$ cat src/rtl/masked_sbox_pkg.sv
// -----------------------------------------------------------------------------
// masked_sbox_pkg
//
// Shared definitions for the masked AES S-box datapath.
//   SHARE_W           width of one Boolean share
//   INV_AFFINE_CONST  constant of the AES inverse affine transform
//   FWD_AFFINE_CONST  constant of the AES forward affine transform
//   share_t           one share of a byte
//   inv_affine_lin()  linear part L of the inverse affine transform:
//                       y[i] = x[(i+2)%8] ^ x[(i+5)%8] ^ x[(i+7)%8]
//                     L is linear over GF(2), so it can be applied to each
//                     share independently without unmasking.
// -----------------------------------------------------------------------------
package masked_sbox_pkg;

  localparam int unsigned SHARE_W = 8;

  localparam logic [SHARE_W-1:0] INV_AFFINE_CONST = 8'h05;
  localparam logic [SHARE_W-1:0] FWD_AFFINE_CONST = 8'h63;

  typedef logic [SHARE_W-1:0] share_t;

  function automatic share_t inv_affine_lin(input share_t x);
    share_t y;
    y = '0;
    for (int unsigned i = 0; i < SHARE_W; i++) begin
      y[i] = x[(i + 2) % SHARE_W] ^ x[(i + 5) % SHARE_W] ^ x[(i + 7) % SHARE_W];
    end
    return y;
  endfunction

endpackage

$ cat src/rtl/masked_refresh_reg.sv
// -----------------------------------------------------------------------------
// masked_refresh_reg
//
// Two-share output register that re-randomises both shares with the same
// fresh mask r on load. Since both shares receive the same r, the unmasked
// value (q0 ^ q1) equals (d0 ^ d1), while each individual share becomes
// independent of its previous value.
//
// Ports:
//   clk   system clock
//   rst   synchronous reset, active-high; clears both shares
//   load  load enable; r is only sampled in a cycle where load is high
//   d0    share 0 in
//   d1    share 1 in
//   r     fresh randomness
//   q0    registered share 0 (d0 ^ r)
//   q1    registered share 1 (d1 ^ r)
// -----------------------------------------------------------------------------
module masked_refresh_reg
  import masked_sbox_pkg::*;
(
  input  logic       clk,
  input  logic       rst,
  input  logic       load,
  input  logic [7:0] d0,
  input  logic [7:0] d1,
  input  logic [7:0] r,
  output logic [7:0] q0,
  output logic [7:0] q1
);

  // Each share lives in its own always block so the two shares never meet
  // in a common combinational cloud.
  always_ff @(posedge clk) begin : share0_reg
    if (rst) begin
      q0 <= '0;
    end else if (load) begin
      q0 <= d0 ^ r;
    end
  end

  always_ff @(posedge clk) begin : share1_reg
    if (rst) begin
      q1 <= '0;
    end else if (load) begin
      q1 <= d1 ^ r;
    end
  end

endmodule

$ cat src/rtl/masked_inv_affine_stage.sv
// -----------------------------------------------------------------------------
// masked_inv_affine_stage
//
// Two-share (first-order Boolean masked) AES inverse affine transform.
// Takes a shared S-box-domain byte and produces the shared GF(2^8)-inverse
// domain byte for the following masked inversion gadget.
//   share 0: L(in0) ^ CONST
//   share 1: L(in1)
// so that out0 ^ out1 = L(in0 ^ in1) ^ CONST. The final register refreshes
// both shares with fresh randomness r.
//
// Parameters:
//   pipeline  1: transform register (stage A) followed by refresh register
//                (stage B); 2-cycle latency.
//             0: transform and refresh in a single register; 1-cycle latency.
//   CONST     inverse-affine constant, applied to share 0 only.
//
// Ports:
//   clk        system clock
//   rst        synchronous reset, active-high, priority over all loads
//   in_valid   input shares valid
//   in_ready   stage can accept input this cycle
//   in0, in1   input shares
//   r          fresh randomness, sampled only when the refresh register loads
//   out_valid  output shares valid
//   out_ready  downstream accepts output
//   out0, out1 output shares
//   busy       any stage holds valid data
// -----------------------------------------------------------------------------
module masked_inv_affine_stage
  import masked_sbox_pkg::*;
#(
  parameter int                 pipeline = 1,
  parameter logic [SHARE_W-1:0] CONST    = INV_AFFINE_CONST
) (
  input  logic       clk,
  input  logic       rst,
  input  logic       in_valid,
  output logic       in_ready,
  input  logic [7:0] in0,
  input  logic [7:0] in1,
  input  logic [7:0] r,
  output logic       out_valid,
  input  logic       out_ready,
  output logic [7:0] out0,
  output logic [7:0] out1,
  output logic       busy
);

  // Per-share linear transform; kept in separate blocks so no net ever
  // mixes bits of in0 and in1 ahead of a register.
  logic [7:0] t0;
  logic [7:0] t1;

  always_comb begin : share0_map
    t0 = inv_affine_lin(in0) ^ CONST;
  end

  always_comb begin : share1_map
    t1 = inv_affine_lin(in1);
  end

  // Data and load enable presented to the refresh register (stage B).
  logic [7:0] b_d0;
  logic [7:0] b_d1;
  logic       b_load;

  generate
    if (pipeline != 0) begin : g_two_stage
      logic [7:0] a0;
      logic [7:0] a1;
      logic       a_v;
      logic       a_load;

      // Stage A can take new data if it is empty, or if stage B will take
      // stage A's current content this cycle (B empty or draining).
      assign in_ready = !a_v || !out_valid || out_ready;
      assign a_load   = in_valid && in_ready;
      assign b_load   = a_v && (!out_valid || out_ready);

      always_ff @(posedge clk) begin : stage_a_share0
        if (rst) begin
          a0 <= '0;
        end else if (a_load) begin
          a0 <= t0;
        end
      end

      always_ff @(posedge clk) begin : stage_a_share1
        if (rst) begin
          a1 <= '0;
        end else if (a_load) begin
          a1 <= t1;
        end
      end

      // A refill in the same cycle as a hand-over to B keeps a_v set.
      always_ff @(posedge clk) begin : stage_a_valid
        if (rst) begin
          a_v <= 1'b0;
        end else if (a_load) begin
          a_v <= 1'b1;
        end else if (b_load) begin
          a_v <= 1'b0;
        end
      end

      assign b_d0 = a0;
      assign b_d1 = a1;
      assign busy = a_v | out_valid;
    end else begin : g_one_stage
      assign in_ready = !out_valid || out_ready;
      assign b_load   = in_valid && in_ready;
      assign b_d0     = t0;
      assign b_d1     = t1;
      assign busy     = out_valid;
    end
  endgenerate

  // Output valid: set on a refresh-register load, cleared when consumed
  // without a replacement.
  always_ff @(posedge clk) begin : stage_b_valid
    if (rst) begin
      out_valid <= 1'b0;
    end else if (b_load) begin
      out_valid <= 1'b1;
    end else if (out_ready) begin
      out_valid <= 1'b0;
    end
  end

  masked_refresh_reg u_refresh (
    .clk  (clk),
    .rst  (rst),
    .load (b_load),
    .d0   (b_d0),
    .d1   (b_d1),
    .r    (r),
    .q0   (out0),
    .q1   (out1)
  );

endmodule

$ cat config.mk
export PLATFORM = sky130hd
export DESIGN_NAME = masked_inv_affine_stage
export DESIGN_NICKNAME = d
export VERILOG_FILES = /design/src/rtl/masked_sbox_pkg.sv /design/src/rtl/masked_refresh_reg.sv /design/src/rtl/masked_inv_affine_stage.sv
export SDC_FILE = /design/constraint.sdc
export NUM_CORES = 1
export LEC_CHECK = 0
export BUFFER_PORTS_ARGS = -buffer_cell sky130_fd_sc_hd__buf_2
export CELL_PAD_IN_SITES_DETAIL_PLACEMENT = 1
export CELL_PAD_IN_SITES_GLOBAL_PLACEMENT = 2
export CORE_MARGIN = 4
export CORE_UTILIZATION = 31
export DETAILED_ROUTE_END_ITERATION = 8
export GPL_ROUTABILITY_DRIVEN = 0
export PLACE_DENSITY = 0.82
export SKIP_LAST_GASP = 1
export SLEW_MARGIN = 20
export SYNTH_ARGS = -nofsm -noshare
export SYNTH_HDL_FRONTEND = slang
export SYNTH_SLANG_ARGS = --single-unit
$ cat constraint.sdc
create_clock -name clk -period 1.5 [get_ports clk]
set_clock_uncertainty 0.15 [all_clocks]
set_input_delay 0.225 -clock clk [delete_from_list [all_inputs] [get_ports clk]]
set_output_delay 0.225 -clock clk [all_outputs]
set_load 0.01 [all_outputs]
==> parameters.txt, run 1 <==
Parameter                              Value

Clocking
  Deepest clock path buffer count    2
  Depth of the CTS H-tree    2
  Hold-fix buffer count after cts    0
  CTS Buf Count    5
  CTS sink count    34
  Clk Tree Root Cell    sky130_fd_sc_hd__clkbuf_8
  CTS clock-pin slew for the worst setup and hold paths    0.07 ns
  Clk_lat worst skew    0.28 ns
  TritonCTS clock tree    done

Worst setup path
  Critical path data arrival time    1.10 ns
  Type of element launching the critical path    register
  CP Capture Type    output port
  Kind of critical path    register to output port
  Worst EP required    1.12 ns
  Reg-to-reg setup timing slack    0.15 ns
  Largest fanout on the critical path    4

Die
  Row Count    26
  Core box area    5070 µm²
  Height of the die    80.2 µm
  Die footprint    6430 µm²
  Initial Util    31.9%
  Top-Level Pins    47
  Die Width    80.2 µm

Finish
  Final Util    39.8%
  Layout net count    241
  Antenna diodes    0
  Sequential cell area    683 µm²
  Multi-input gate area in the final layout    832 µm²
  Final cell count without fillers    284
  Number of fill cells    638
  Post-Layout Inst Area    2020 µm²
  Growth of design area from synthesis to finish    25.0%
  Share of final-layout standard cells stronger than drive strength 1    36.9%

Synthesis
  Library cell with the largest summed area after synthesis    sky130_fd_sc_hd__dfxtp_1
  Netlist Area Pre-Place    1620 µm²
  Post-synth top area share    42.1%
  Leading cell types by total area after synthesis    sky130_fd_sc_hd__dfxtp_1 (42%), sky130_fd_sc_hd__xnor2_1 (17%), sky130_fd_sc_hd__a211oi_2 (7.7%)
  Number of warning messages in the yosys log    0
  Count of cell types in the netlist    21
  Post-Syn Nets    190
  Share of the yosys chip area belonging to registers    42.1%
  Register bit count reported by yosys    34
  Post-Synthesis Mean Instance Area    9.98 µm²
  Number of standard cells after synthesis    162

STA
  Count of endpoints failing setup in the final report    0
  RSZ-0062 raised after global routing    yes
  Maximum operating frequency    676 MHz
  Hold Fails Final Rpt    0
  Time the final worst path needs with I/O delays and setup    1.48 ns
  Transition time at the pin with the least slew margin    0.308 ns
  Final clock period utilization by the worst path    98.6%
  Relative max-transition margin    79.3%
  Number of pins exceeding their max-slew limit in the final report    0

Place
  DPL Wire Length    3.18 mm
  Placed cell count    274
  Total placed instance area    1900 µm²
  Buffers on Ports    46

Min path
  Min-Delay Path Class    primary input to register

Routing
  DRC violations left    0
  Violation count after the first detailed-route iteration    36
  Wire length after detailed routing    4.08 mm
  Wirelength per Cell    14.4 µm
  Via density    4.60
  Via count    1307
  1st-pass router iterations    4
  Number of nets with antenna violations after detailed routing    0

Pwr
  Worst voltage drop across the vdd grid    0.497 mV
  Total power    2180 µW
  Power density normalized to cell area    1080 nW/µm²
  Static leakage power    0.000794 µW

GRT
  Vias in the first global route    1374
  Overall routing resource usage    13.8%
  Global-route wire length before repair    6.73 mm
  Maximum number of pins on one net before global-route repair    19
  Initial antenna violation count    0
  Remaining global-route overflow    0

Run
  Max-cap viol count    0

Outcome
  Result of the run    finished clean
worst paths after layout:
| kind | startpoint | endpoint | cells past startpoint |
|---|---|---|---|
| worst min register to register | b_d1[6] | b_d1[6] | 2 |
| worst min-delay path | in_valid | g_two_stage.a_v | 3 |
| worst max-delay path | out_valid | in_ready | 3 |
| worst max register to register | g_two_stage.a_v | u_refresh.q0[7] | 4 |
Yosys cell counts:
cell type	n
sky130_fd_sc_hd__and2_1	1
sky130_fd_sc_hd__o22ai_2	1
sky130_fd_sc_hd__a21oi_1	20
sky130_fd_sc_hd__a211oi_1	8
sky130_fd_sc_hd__nand2b_1	1
sky130_fd_sc_hd__xor2_1	10
sky130_fd_sc_hd__inv_1	3
sky130_fd_sc_hd__buf_12	1
sky130_fd_sc_hd__xnor2_1	31
sky130_fd_sc_hd__clkbuf_1	4
sky130_fd_sc_hd__nand2_1	14
sky130_fd_sc_hd__nand3_1	1
sky130_fd_sc_hd__a211oi_2	10
sky130_fd_sc_hd__o22ai_1	13
sky130_fd_sc_hd__buf_1	1
sky130_fd_sc_hd__buf_6	4
sky130_fd_sc_hd__dfxtp_1	34
sky130_fd_sc_hd__buf_2	2
sky130_fd_sc_hd__nand3b_1	1
sky130_fd_sc_hd__or2_2	1
sky130_fd_sc_hd__and2_4	1
per-layer routing:
metal | vias to the layer above | global-route usage (%) | wire length, µm
met1 | 612 | 17.1 | 1850
met3 | 6 | 3.36 | 195
met4 | 0 | 4.56 | 49
met2 | 29 | 23.2 | 1990
met5 | - | 0 | 0
li1 | 660 | - | -
stage by stage:
step                      hold slack (ns)  setup TNS, ns  setup slack (ns)
after floorplan                     0.204              0             0.110
after global placement              0.320              0             0.111
after detailed placement            0.326              0            0.0865
after CTS                          0.0611              0            0.0109
after global routing               0.0834        -0.0589           -0.0371
final                              0.0698              0            0.0207
layout make-up:
| cell class | instances | share of cell area (%) |
|---|---|---|
| multi-input combinational | 113 | 41.2 |
| sequential | 34 | 33.8 |
| timing repair buffer | 56 | 15.6 |
| tap | 70 | 4.33 |
| clock buffer | 7 | 4.27 |
| inverter | 3 | 0.557 |
| clock inverter | 1 | 0.248 |
placed cells by master (no fill, tap or decap), types with 2 or more instances in the layout:
cell type,n
sky130_fd_sc_hd__xnor2_1,31
sky130_fd_sc_hd__inv_1,3
sky130_fd_sc_hd__a211oi_2,10
sky130_fd_sc_hd__dfxtp_1,32
sky130_fd_sc_hd__clkbuf_8,6
sky130_fd_sc_hd__a211oi_1,8
sky130_fd_sc_hd__xor2_1,10
sky130_fd_sc_hd__buf_6,2
sky130_fd_sc_hd__o22ai_1,13
sky130_fd_sc_hd__buf_2,45
sky130_fd_sc_hd__dfxtp_2,2
sky130_fd_sc_hd__buf_4,9
sky130_fd_sc_hd__a21oi_1,20
sky130_fd_sc_hd__nand2_1,14
state kept, by name (all words and copies together), names as in the netlist:
register / cells
u_refresh.q1: 8
u_refresh.q0: 8
g_two_stage.a_v: 1
b_d1: 8
b_d0: 8
out_valid: 1
logic make-up after synthesis:
family	Yosys count	share of synthesized area, %
flip-flops	34	42.1
buffers and inverters	15	6.50
AO/OA/AOI/OAI	52	23.5
XOR/XNOR	41	22.2
AND/OR/NAND/NOR	20	5.73
report_power, final:
group	total (µW)	switching [µW]	internal, µW	leakage, µW
clock	692	322	370	0.0000482
combinational	458	240	218	0.000465
sequential	1030	47.8	981	0.000281
what timing repair did:
item	CTS	global route
setup buffers	2	0
gates resized for setup	1	4
pin swaps	1	1
endpoints found under the setup margin	2	10
critical path: stages (launching register included):
cell	delay, ns
sky130_fd_sc_hd__dfxtp_2	0.35
sky130_fd_sc_hd__nand3b_1	0.16
sky130_fd_sc_hd__buf_4	0.19
sky130_fd_sc_hd__buf_2	0.13
(Power assumes the default switching activity.)
==> inputs of run 2 (changes only) <==
Settings changed: CELL_PAD_IN_SITES_DETAIL_PLACEMENT 1 to 0, CELL_PAD_IN_SITES_GLOBAL_PLACEMENT 2 to 1, CORE_UTILIZATION 31 to 38, PLACE_DENSITY 0.82 to 0.81.
==> run 2 against run 1 <==
Compared with the run above: count of clock-buffer cells in the layout unchanged; hold slack lost 0.0088 ns; combinational power decreased by 2%; critical endpoint unchanged; highest routed layer unchanged; worst setup slack better by 0.070 ns; critical path type unchanged; clock power down 1%; power shrank 0.73%; largest power group unchanged.
==> parameters.txt, run 2 (synthesized netlist as in run 1, its figures left out) <==
Parameter                              Value

GRT
  Remaining global-route overflow    0 (unchanged)
  Maximum number of pins on one net before global-route repair    21 (+2)
  Global-route wire length before repair    6.14 mm (-8.7%)
  Overall routing resource usage    15.1% (+1.4 points)
  Initial antenna violation count    0 (unchanged)
  Vias in the first global route    1311 (-4.6%)

Min path
  Number of cells traversed by the worst hold path    3 (unchanged)
  Min-Delay Path Class    primary input to register

Routing
  Violation count after the first detailed-route iteration    71 (+97%)
  DRC violations left    0 (unchanged)
  Number of nets with antenna violations after detailed routing    0 (unchanged)
  Via density    4.94 (+7.2%)
  Via count    1303 (-0.31%)
  Wire length after detailed routing    3.69 mm (-9.6%)
  1st-pass router iterations    4 (unchanged)
  Wirelength per Cell    14.0 µm (-2.7%)

Worst setup path
  Crit path max-delay family    flip-flops
  CP Capture Type    output port
  Largest stage delay, worst path    0.35 ns (about the same)
  Kind of critical path    register to output port
  Instance count on the critical path    3 (unchanged)
  Count of buffer and inverter cells on the critical path    2 (unchanged)
  Worst EP required    1.12 ns (about the same)
  CP max-delay cell    sky130_fd_sc_hd__dfxtp_2
  Worst Reg2Reg Path Length in Cells    5 (+1)
  Cells along the critical path    nand3b_1, buf_4, buf_2
  Largest fanout on the critical path    4 (unchanged)
  Type of element launching the critical path    register
  Critical path data arrival time    1.03 ns (-0.07 ns)

Finish
  Most common cell after layout, fill and taps aside    sky130_fd_sc_hd__buf_2
  Share of final-layout standard cells stronger than drive strength 1    36.4% (-0.47 points)
  Layout net count    241 (unchanged)
  Growth of design area from synthesis to finish    23.5%
  Antenna diodes    0 (unchanged)
  Post-Layout Inst Area    2000 µm² (-1.2%)
  Most used cells in the layout excluding fill and tap cells    sky130_fd_sc_hd__buf_2 (46), sky130_fd_sc_hd__dfxtp_1 (32), sky130_fd_sc_hd__xnor2_1 (31), sky130_fd_sc_hd__a21oi_1 (20), sky130_fd_sc_hd__nand2_1 (14)
  Number of fill cells    394 (-38%)

STA
  Number of pins exceeding their max-slew limit in the final report    0 (unchanged)
  RSZ-0062 raised after global routing    no
  Final clock period utilization by the worst path    94.0% (-4.7 points)
  Maximum operating frequency    709 MHz (+5.0%)
  Setup total negative slack    0 ns (unchanged)
  Time the final worst path needs with I/O delays and setup    1.41 ns (-0.0698 ns)
  Count of endpoints failing setup in the final report    0 (unchanged)
  Hold Fails Final Rpt    0 (unchanged)
  Relative max-transition margin    81.6% (+2.3 points)
  Transition time at the pin with the least slew margin    0.275 ns (-0.0336 ns)

Die
  Initial Util    39.8% (+8.0 points)
  Die Width    73.2 µm (-8.7%)
  Die footprint    5360 µm² (-17%)
  Height of the die    73.2 µm (-8.7%)
  Core box area    4060 µm² (-20%)
  Top-Level Pins    47 (unchanged)
  Row Count    23 (-12%)

Run
  Max-cap viol count    0 (unchanged)

Clocking
  Clk_lat worst skew    0.28 ns (about the same)
  TritonCTS clock tree    done
  Clk Tree Root Cell    sky130_fd_sc_hd__clkbuf_8
  Depth of the CTS H-tree    2 (unchanged)
  CTS Buf Count    5 (unchanged)
  CTS sink count    34 (unchanged)
  Deepest clock path buffer count    2 (unchanged)
  CTS clock-pin slew for the worst setup and hold paths    0.06 ns (about the same)

Pwr
  Power density normalized to cell area    1080 nW/µm² (+0.45%)
  Worst voltage drop across the vdd grid    0.394 mV (-21%)
  Static leakage power    0.000797 µW (+0.29%)

Outcome
  Result of the run    finished clean

Place
  DPL Wire Length    2.84 mm (-11%)
  Total placed instance area    1900 µm² (-0.26%)
  Buffers on Ports    46 (unchanged)
[run 2: cell types whose count changed in the layout (fill, tap and decap cells not counted)]
cell	delta
sky130_fd_sc_hd__buf_12	+1
sky130_fd_sc_hd__buf_2	+1
sky130_fd_sc_hd__and2_2	-1
sky130_fd_sc_hd__buf_6	-2
sky130_fd_sc_hd__and2_1	+1
[run 2: metal layers]
metal | up-vias | global-route usage [%] | routed length (µm)
met2 | 50 | 22.0 | 1650
met5 | - | 0 | 0
met1 | 583 | 20.5 | 1700
met4 | 0 | 6.15 | 65
li1 | 665 | - | -
met3 | 5 | 4.82 | 278
[run 2: worst paths after layout]
kind / startpoint / end / slack, ns
worst max register to register: g_two_stage.a_v / b_d0[3] / 0.13
worst min register to register: b_d1[5] / b_d1[5] / 0.33
worst min-delay path: in_valid / g_two_stage.a_v / 0.06
worst max-delay path: g_two_stage.a_v / in_ready / 0.09
[run 2: final cells by class]
class | instances | area, µm² | share of cell area (%)
Clock buffer | 7 | 86.3 | 4.32
Tap cell | 50 | 62.6 | 3.13
Clock inverter | 1 | 5.00 | 0.251
Multi-Input combinational cell | 113 | 831 | 41.6
Timing Repair Buffer | 56 | 318 | 15.9
Sequential cell | 34 | 683 | 34.2
Inverter | 3 | 11.3 | 0.564
[run 2: through the flow]
step | hold slack, ns | util [%] | instances | total power, µW | worst slack (ns)
2_1_floorplan | 0.204 | - | 162 | 1350 | 0.110
3_3_place_gp | 0.317 | 46.7 | 255 | 1490 | 0.243
3_5_place_dp | 0.322 | 46.7 | 255 | 1500 | 0.181
4_1_cts | 0.0563 | 49.0 | 263 | 2190 | 0.0150
5_1_grt | 0.0907 | 49.2 | 264 | 2290 | 0.0270
6_report | 0.0610 | 49.2 | 264 | 2160 | 0.0905
[run 2: worst reg2reg max path: stages, from the launching register on]
cell	delay, ns
sky130_fd_sc_hd__dfxtp_2	0.35
sky130_fd_sc_hd__nand3b_1	0.11
sky130_fd_sc_hd__buf_4	0.16
sky130_fd_sc_hd__and2_1	0.20
sky130_fd_sc_hd__buf_4	0.20
sky130_fd_sc_hd__o22ai_1	0.13
[run 2: what timing repair did]
action | CTS | global route
setup buffers | 0 | 1
setup endpoints to repair | 0 | 1
hold buffers | 0 | 0
gates resized for setup | 0 | 2
[run 2: report_power, final]
part | internal, µW | total (µW) | switching, µW
Sequential | 981 | 1030 | 47.2
Combinational | 218 | 451 | 233
Clock | 370 | 683 | 313
Total | 1570 | 2160 | 594
